## src/rtl/regfile_writeback_if.sv

```systemverilog
// regfile_writeback_if: producer/consumer bundle for the write-back collector.
// Master is the core side (result sources, halt); slave is the collector.
interface regfile_writeback_if #(
  parameter int XLEN = 32
);
  logic            ld_valid;
  logic            ld_ready;
  logic [4:0]      ld_rd;
  logic [XLEN-1:0] ld_data;
  logic            alu_valid;
  logic            alu_ready;
  logic [4:0]      alu_rd;
  logic [XLEN-1:0] alu_data;
  logic            halt_req;
  logic            rd_we;
  logic [4:0]      rd_num;
  logic [XLEN-1:0] rd_data;
  logic [31:0]     pending_mask;
  logic            halted;

  modport master (
    output ld_valid, ld_rd, ld_data,
    output alu_valid, alu_rd, alu_data,
    output halt_req,
    input  ld_ready, alu_ready,
    input  rd_we, rd_num, rd_data,
    input  pending_mask, halted
  );

  modport slave (
    input  ld_valid, ld_rd, ld_data,
    input  alu_valid, alu_rd, alu_data,
    input  halt_req,
    output ld_ready, alu_ready,
    output rd_we, rd_num, rd_data,
    output pending_mask, halted
  );
endinterface

```

## src/rtl/regfile_writeback.sv

```systemverilog
// regfile_writeback: in-order FIFO merging ALU and load results onto the
// single register-file write port; raises halted once every write commits.
module regfile_writeback #(
  parameter int XLEN  = 32,
  parameter int DEPTH = 4
) (
  input  logic               clk,
  input  logic               rst,
  regfile_writeback_if.slave wb
);
  localparam int CW = $clog2(DEPTH + 1);
  localparam int PW = $clog2(DEPTH);
  localparam logic [CW-1:0] LD_MAX  = CW'(DEPTH - 1);
  localparam logic [CW-1:0] ALU_MAX = CW'(DEPTH - 2);
  localparam logic [PW-1:0] PTR_MAX = PW'(DEPTH - 1);

  typedef enum logic [1:0] {
    S_RUN,
    S_DRAIN,
    S_HALTED
  } state_e;

  state_e          state_q, state_d;
  logic            halted_q, halted_d;
  logic [CW-1:0]   count_q, count_d;
  logic [PW-1:0]   wr_ptr_q, wr_ptr_d;
  logic [PW-1:0]   rd_ptr_q, rd_ptr_d;
  logic [DEPTH-1:0] vld_q, vld_d;
  logic [4:0]      rd_mem_q  [DEPTH];
  logic [4:0]      rd_mem_d  [DEPTH];
  logic [XLEN-1:0] dat_mem_q [DEPTH];
  logic [XLEN-1:0] dat_mem_d [DEPTH];

  logic        ld_ready;
  logic        alu_ready;
  logic        ld_push;
  logic        alu_push;
  logic        pop;
  logic [31:0] pend;

  function automatic logic [PW-1:0] ptr_inc(
    input logic [PW-1:0] p
  );
    ptr_inc = (p == PTR_MAX) ? '0 : p + 1'b1;
  endfunction

  // Readiness depends only on registered state; one slot kept for loads.
  assign ld_ready  = (state_q == S_RUN) && (count_q <= LD_MAX);
  assign alu_ready = (state_q == S_RUN) && (count_q <= ALU_MAX);

  // x0 writes complete the handshake but never occupy a slot.
  assign ld_push  = wb.ld_valid  && ld_ready  && (wb.ld_rd  != 5'd0);
  assign alu_push = wb.alu_valid && alu_ready && (wb.alu_rd != 5'd0);
  assign pop      = (count_q != '0);

  assign wb.ld_ready  = ld_ready;
  assign wb.alu_ready = alu_ready;
  assign wb.rd_we     = pop;
  assign wb.rd_num    = pop ? rd_mem_q[rd_ptr_q]  : 5'd0;
  assign wb.rd_data   = pop ? dat_mem_q[rd_ptr_q] : '0;
  assign wb.halted    = halted_q;

  // FIFO next state: pop head, then append load (older) before ALU.
  always_comb begin
    rd_mem_d  = rd_mem_q;
    dat_mem_d = dat_mem_q;
    vld_d     = vld_q;
    wr_ptr_d  = wr_ptr_q;
    rd_ptr_d  = rd_ptr_q;
    if (pop) begin
      vld_d[rd_ptr_q] = 1'b0;
      rd_ptr_d        = ptr_inc(rd_ptr_q);
    end
    if (ld_push) begin
      rd_mem_d[wr_ptr_d]  = wb.ld_rd;
      dat_mem_d[wr_ptr_d] = wb.ld_data;
      vld_d[wr_ptr_d]     = 1'b1;
      wr_ptr_d            = ptr_inc(wr_ptr_d);
    end
    if (alu_push) begin
      rd_mem_d[wr_ptr_d]  = wb.alu_rd;
      dat_mem_d[wr_ptr_d] = wb.alu_data;
      vld_d[wr_ptr_d]     = 1'b1;
      wr_ptr_d            = ptr_inc(wr_ptr_d);
    end
  end

  // Occupancy: up to two pushes and one pop per edge.
  always_comb begin
    count_d = count_q
            + CW'(ld_push)
            + CW'(alu_push)
            - CW'(pop);
  end

  // Halt sequencing: stop accepting, drain, then report halted.
  always_comb begin
    state_d = state_q;
    unique case (state_q)
      S_RUN:    if (wb.halt_req) state_d = S_DRAIN;
      S_DRAIN:  if (count_q == '0) state_d = S_HALTED;
      S_HALTED: state_d = S_HALTED;
      default:  state_d = S_RUN;
    endcase
    halted_d = (state_d == S_HALTED);
  end

  // Destinations still waiting to commit; x0 never queued.
  always_comb begin
    pend = '0;
    for (int i = 0; i < DEPTH; i++) begin
      if (vld_q[i]) pend[rd_mem_q[i]] = 1'b1;
    end
  end

  assign wb.pending_mask = {pend[31:1], 1'b0};

  // State registers with synchronous reset that discards queued writes.
  always_ff @(posedge clk) begin
    if (rst) begin
      state_q  <= S_RUN;
      halted_q <= 1'b0;
      count_q  <= '0;
      wr_ptr_q <= '0;
      rd_ptr_q <= '0;
      vld_q    <= '0;
      for (int i = 0; i < DEPTH; i++) begin
        rd_mem_q[i]  <= '0;
        dat_mem_q[i] <= '0;
      end
    end else begin
      state_q   <= state_d;
      halted_q  <= halted_d;
      count_q   <= count_d;
      wr_ptr_q  <= wr_ptr_d;
      rd_ptr_q  <= rd_ptr_d;
      vld_q     <= vld_d;
      rd_mem_q  <= rd_mem_d;
      dat_mem_q <= dat_mem_d;
    end
  end
endmodule
```

## src/flat_wrapper.sv

```systemverilog
// flat-port wrapper written by rule: the top's interface ports become plain ports
module regfile_writeback_flat 
#(
  parameter int XLEN  = 32,
  parameter int DEPTH = 4
)
  (clk, rst, wb_ld_valid, wb_ld_rd, wb_ld_data, wb_alu_valid, wb_alu_rd, wb_alu_data, wb_halt_req, wb_ld_ready, wb_alu_ready, wb_rd_we, wb_rd_num, wb_rd_data, wb_pending_mask, wb_halted);
  regfile_writeback_if #(.XLEN(XLEN)) wb_i ();
  input  logic clk;
  input  logic rst;
  input wire logic [$bits(wb_i.ld_valid)-1:0] wb_ld_valid;
  input wire logic [$bits(wb_i.ld_rd)-1:0] wb_ld_rd;
  input wire logic [$bits(wb_i.ld_data)-1:0] wb_ld_data;
  input wire logic [$bits(wb_i.alu_valid)-1:0] wb_alu_valid;
  input wire logic [$bits(wb_i.alu_rd)-1:0] wb_alu_rd;
  input wire logic [$bits(wb_i.alu_data)-1:0] wb_alu_data;
  input wire logic [$bits(wb_i.halt_req)-1:0] wb_halt_req;
  output wire logic [$bits(wb_i.ld_ready)-1:0] wb_ld_ready;
  output wire logic [$bits(wb_i.alu_ready)-1:0] wb_alu_ready;
  output wire logic [$bits(wb_i.rd_we)-1:0] wb_rd_we;
  output wire logic [$bits(wb_i.rd_num)-1:0] wb_rd_num;
  output wire logic [$bits(wb_i.rd_data)-1:0] wb_rd_data;
  output wire logic [$bits(wb_i.pending_mask)-1:0] wb_pending_mask;
  output wire logic [$bits(wb_i.halted)-1:0] wb_halted;
  assign wb_i.ld_valid = wb_ld_valid;
  assign wb_i.ld_rd = wb_ld_rd;
  assign wb_i.ld_data = wb_ld_data;
  assign wb_i.alu_valid = wb_alu_valid;
  assign wb_i.alu_rd = wb_alu_rd;
  assign wb_i.alu_data = wb_alu_data;
  assign wb_i.halt_req = wb_halt_req;
  assign wb_ld_ready = wb_i.ld_ready;
  assign wb_alu_ready = wb_i.alu_ready;
  assign wb_rd_we = wb_i.rd_we;
  assign wb_rd_num = wb_i.rd_num;
  assign wb_rd_data = wb_i.rd_data;
  assign wb_pending_mask = wb_i.pending_mask;
  assign wb_halted = wb_i.halted;
  regfile_writeback #(.XLEN(XLEN), .DEPTH(DEPTH)) u_core (.clk(clk), .rst(rst), .wb(wb_i));
endmodule
```

## config.mk

```make
export PLATFORM = sky130hd
export DESIGN_NAME = regfile_writeback_flat
export DESIGN_NICKNAME = d
export VERILOG_FILES = /design/src/rtl/regfile_writeback_if.sv /design/src/rtl/regfile_writeback.sv /design/src/flat_wrapper.sv
export SDC_FILE = /design/constraint.sdc
export NUM_CORES = 1
export LEC_CHECK = 0
export BUFFER_PORTS_ARGS = -buffer_cell sky130_fd_sc_hd__buf_4
export CAP_MARGIN = 20
export CORE_MARGIN = 2
export CORE_UTILIZATION = 59
export DETAILED_ROUTE_END_ITERATION = 10
export GPL_TIMING_DRIVEN = 0
export PLACE_DENSITY = 0.82
export RECOVER_POWER = 50
export SLEW_MARGIN = 10
export SYNTH_ARGS = -nofsm -noshare
export SYNTH_HDL_FRONTEND = slang
export SYNTH_SLANG_ARGS = --single-unit
```

## constraint.sdc

```tcl
create_clock -name clk -period 3.4 [get_ports clk]
set_input_delay 0.34 -clock clk [delete_from_list [all_inputs] [get_ports clk]]
set_output_delay 0.34 -clock clk [all_outputs]
set_load 0.005 [all_outputs]
```

==> results.yml <==
die:
  start_util_pct: 59.6
  rows: 49
  dieHeight_um: 138
  boundaryPins: 152
  core_area_um2: 17800
  die_x_um: 138
  dieArea_um2: 19000
cts:
  cts-root-buf: "clkbuf_16"
  cts.clk_slew.worst_paths_ns: 0.07
  insertion_delay_ns: 0.45
  cts_tree: "built"
  h-tree-depth: 4
  cts_buffer_depth: 2
  clock-sinks: 162
  numCtsBuffers: 17
  post_cts_buffers: 0
synth:
  synth_fp_nets: 1333
  synthFlopType: "dfxtp_1"
  async_flop_share_pct: 0
  netlist_area_um2: 10600
  synth-seq-cells: 162
  syn_inst: 1237
  synth-edff-count: 0
  avgSynthCellArea_um2: 8.57
  synth_cell_types: 51
  yosysSeqAreaShare_pct: 30.6
  yosysWarnings: 0
worst_setup_path:
  slowest_stage: "clkbuf_1"
  critical_path.cell_chain: "buf_1, clkbuf_1, mux4_2, and2_1, buf_4"
  r2r_start: "u_core.count_q[2]"
  path_class: "flip-flop to output port"
  cp.arrival_ns: 3.13
  cpPeakStageDelay_ns: 0.75
  required_ns: 3.06
  critPathLaunch: "u_core.rd_ptr_q[1]"
  start_kind: "flip-flop"
  crit_end: "wb_rd_data[30]"
  end_kind: "output port"
  reg2regPathDepth: 12
  r2r_slack_ns: 0.08
  r2r-end: "u_core.dat_mem_q[86]"
  critical_path.max_fanout: 10
drt:
  wire_per_inst_um: 26.8
  vias: 12600
  viasPerCell: 7.65
  antenna_left: 0
  drc_errors: 0
  initialDrtViolationCount: 2307
  dr.pass1.iters: 6
  finalWirelength_mm: 44.2
placement:
  dp.cells: 1614
  place_hpwl_mm: 29.7
  finalWeightedCongestion: 1.00
  portBuffers: 148
  preCtsSetupSlack_ns: 0.191
layout:
  antenna_cells: 0
  syn_to_final_growth_pct: 18.1
  finalNetCount: 1501
  final_cells: 1647
  drive_above_1_share_pct: 23.4
sta:
  slew_headroom_pct: 27.3
  period_share_pct: 102
  worstMarginPinSlew_ns: 1.09
  setup_slack_ns: -0.0719
  timing.hold.ws_ns: 0.174
  drv_slew: 0
  setup_violations: 8
  finalHoldViolations: 0
  fmax_ghz: 0.288
  rsz0062_at_grt: "no"
  clock_skew_ns: 0.00840
  fin_crit_ns: 3.47
power:
  leakagePower_nw: 4.06
  power.density_nw_per_um2: 879
  vdd_drop_max_uv: 534
flow_run:
  max_cap_viol_count: 0
outcome:
  status: "finished, violations left"
  violations: "setup timing"
global_routing:
  overflow: 0
  grt_max_degree: 17
  grt_use_total_pct: 44.7
  grt_pass1_wl_mm: 67.5
  grt_pass1_vias: 12100
  antenna_found_initial: 0
min_path:
  hold_class: "primary input to flip-flop"
[power breakdown]
| group | internal, mW | leakage (nW) | switching [mW] |
|---|---|---|---|
| clock network | 0.956 | 0.260 | 0.920 |
| logic | 2.08 | 2.48 | 4.19 |
| registers | 2.47 | 1.32 | 0.385 |
| total | 5.51 | 4.06 | 5.49 |
[cell usage after synthesis (6+ instances only)]
master | number | area (µm²)
dfxtp_1 | 162 | 3240
nor3_1 | 156 | 781
nand3_1 | 154 | 771
o21ai_0 | 149 | 746
a311oi_1 | 103 | 902
clkbuf_1 | 88 | 330
a311oi_2 | 45 | 676
and2_1 | 41 | 257
mux4_2 | 37 | 833
nand2_1 | 32 | 120
nor2_1 | 28 | 105
buf_2 | 19 | 95.1
o221ai_1 | 19 | 166
inv_1 | 18 | 67.6
buf_6 | 16 | 180
buf_4 | 15 | 113
ha_1 | 15 | 188
a21oi_1 | 13 | 65.1
clkbuf_2 | 12 | 60.1
nand3b_1 | 12 | 90.1
buf_1 | 9 | 33.8
nor3b_1 | 9 | 67.6
o211ai_1 | 7 | 52.6
or2_2 | 7 | 43.8
o22ai_1 | 6 | 37.5
or3b_2 | 6 | 52.6
[critical path, delay by kind of cell, from the launching register on]
family | cells | cell delay, ns
buffers and inverters | 3 | 1.54
DFF | 1 | 0.54
muxes | 1 | 0.40
and+or+nand+nor | 1 | 0.21
[metal layers]
metal	track usage [%]	share of wire, %	vias to the layer above
li1	-	-	5153
met1	57.2	35	5762
met2	66.3	42	1356
met3	13.5	16	334
met4	27.4	6.7	0
met5	0	0	-
[placed cells by master, fill, tap and decap left out, drive strengths merged, types with 12 or more instances in the layout]
master,count
and2,41
clkbuf,161
o211ai,12
nand3,154
mux4,37
nor2,28
o21ai,150
a311oi,148
nand2,32
ha,15
buf,164
a21oi,13
o221ai,19
nor3,156
inv,26
dfxtp,162
nand3b,12
[per-stage QoR]
step           power (mW)  utilization, %  instance area [µm²]  setup TNS [ns]
2_1_floorplan        6.50               -                10600               0
3_3_place_gp         8.61            67.5                12000               0
3_5_place_dp         8.76            67.5                12000               0
4_1_cts              10.6            70.6                12600               0
5_1_grt              11.3            70.4                12500               0
6_report             11.0            70.4                12500          -0.430
[registers in the layout, summed over array words and instances, names as in the netlist]
name              count
u_core.rd_mem_q      20
u_core.wb.halted      1
u_core.state_q        2
u_core.wr_ptr_q       2
u_core.rd_ptr_q       2
u_core.vld_q          4
u_core.count_q        3
u_core.dat_mem_q    128
[worst min path at each step]
| stage | startpoint | to | slack [ns] | cells past startpoint |
|---|---|---|---|---|
| after global routing | wb_halt_req | u_core.state_q[0] | 0.21 | 3 |
| after floorplan | u_core.dat_mem_q[32] | u_core.dat_mem_q[32] | 0.47 | 2 |
| after global placement | u_core.dat_mem_q[123] | u_core.dat_mem_q[123] | 0.49 | 2 |
| after detailed placement | u_core.dat_mem_q[113] | u_core.dat_mem_q[113] | 0.50 | 2 |
| final | wb_halt_req | u_core.state_q[0] | 0.17 | 3 |
| after CTS | wb_halt_req | u_core.state_q[0] | 0.19 | 3 |
[cell families (layout without fill, tap and decap cells)]
logic type | count (synthesis) | after routing | synth area share [%]
buf+inv | 177 | 358 | 8.30
flops | 162 | 162 | 30.6
fa+ha+maj | 17 | 17 | 2.15
mux | 41 | 41 | 8.24
xor+xnor | 1 | 1 | 0.0827
simple gates | 462 | 462 | 22.8
compound gates | 376 | 376 | 27.8
other cells | 1 | 1 | 0.0354
[final cells by class]
| type | count | area (µm²) |
|---|---|---|
| plain buffers | 159 | 798 |
| clock buffers | 18 | 429 |
| clock inverters | 14 | 119 |
| fillers | 1476 | 5260 |
| inverters | 18 | 67.6 |
| multi-input cells | 898 | 6460 |
| flip-flops and latches | 162 | 3240 |
| well taps | 229 | 287 |
| repair buffers | 149 | 1120 |
[what timing repair did]
action                     4_1_cts  5_1_grt
hold buffers                     0        0
resized for setup                2        0
setup endpoints to repair        6        0
(Power assumes the default switching activity.)
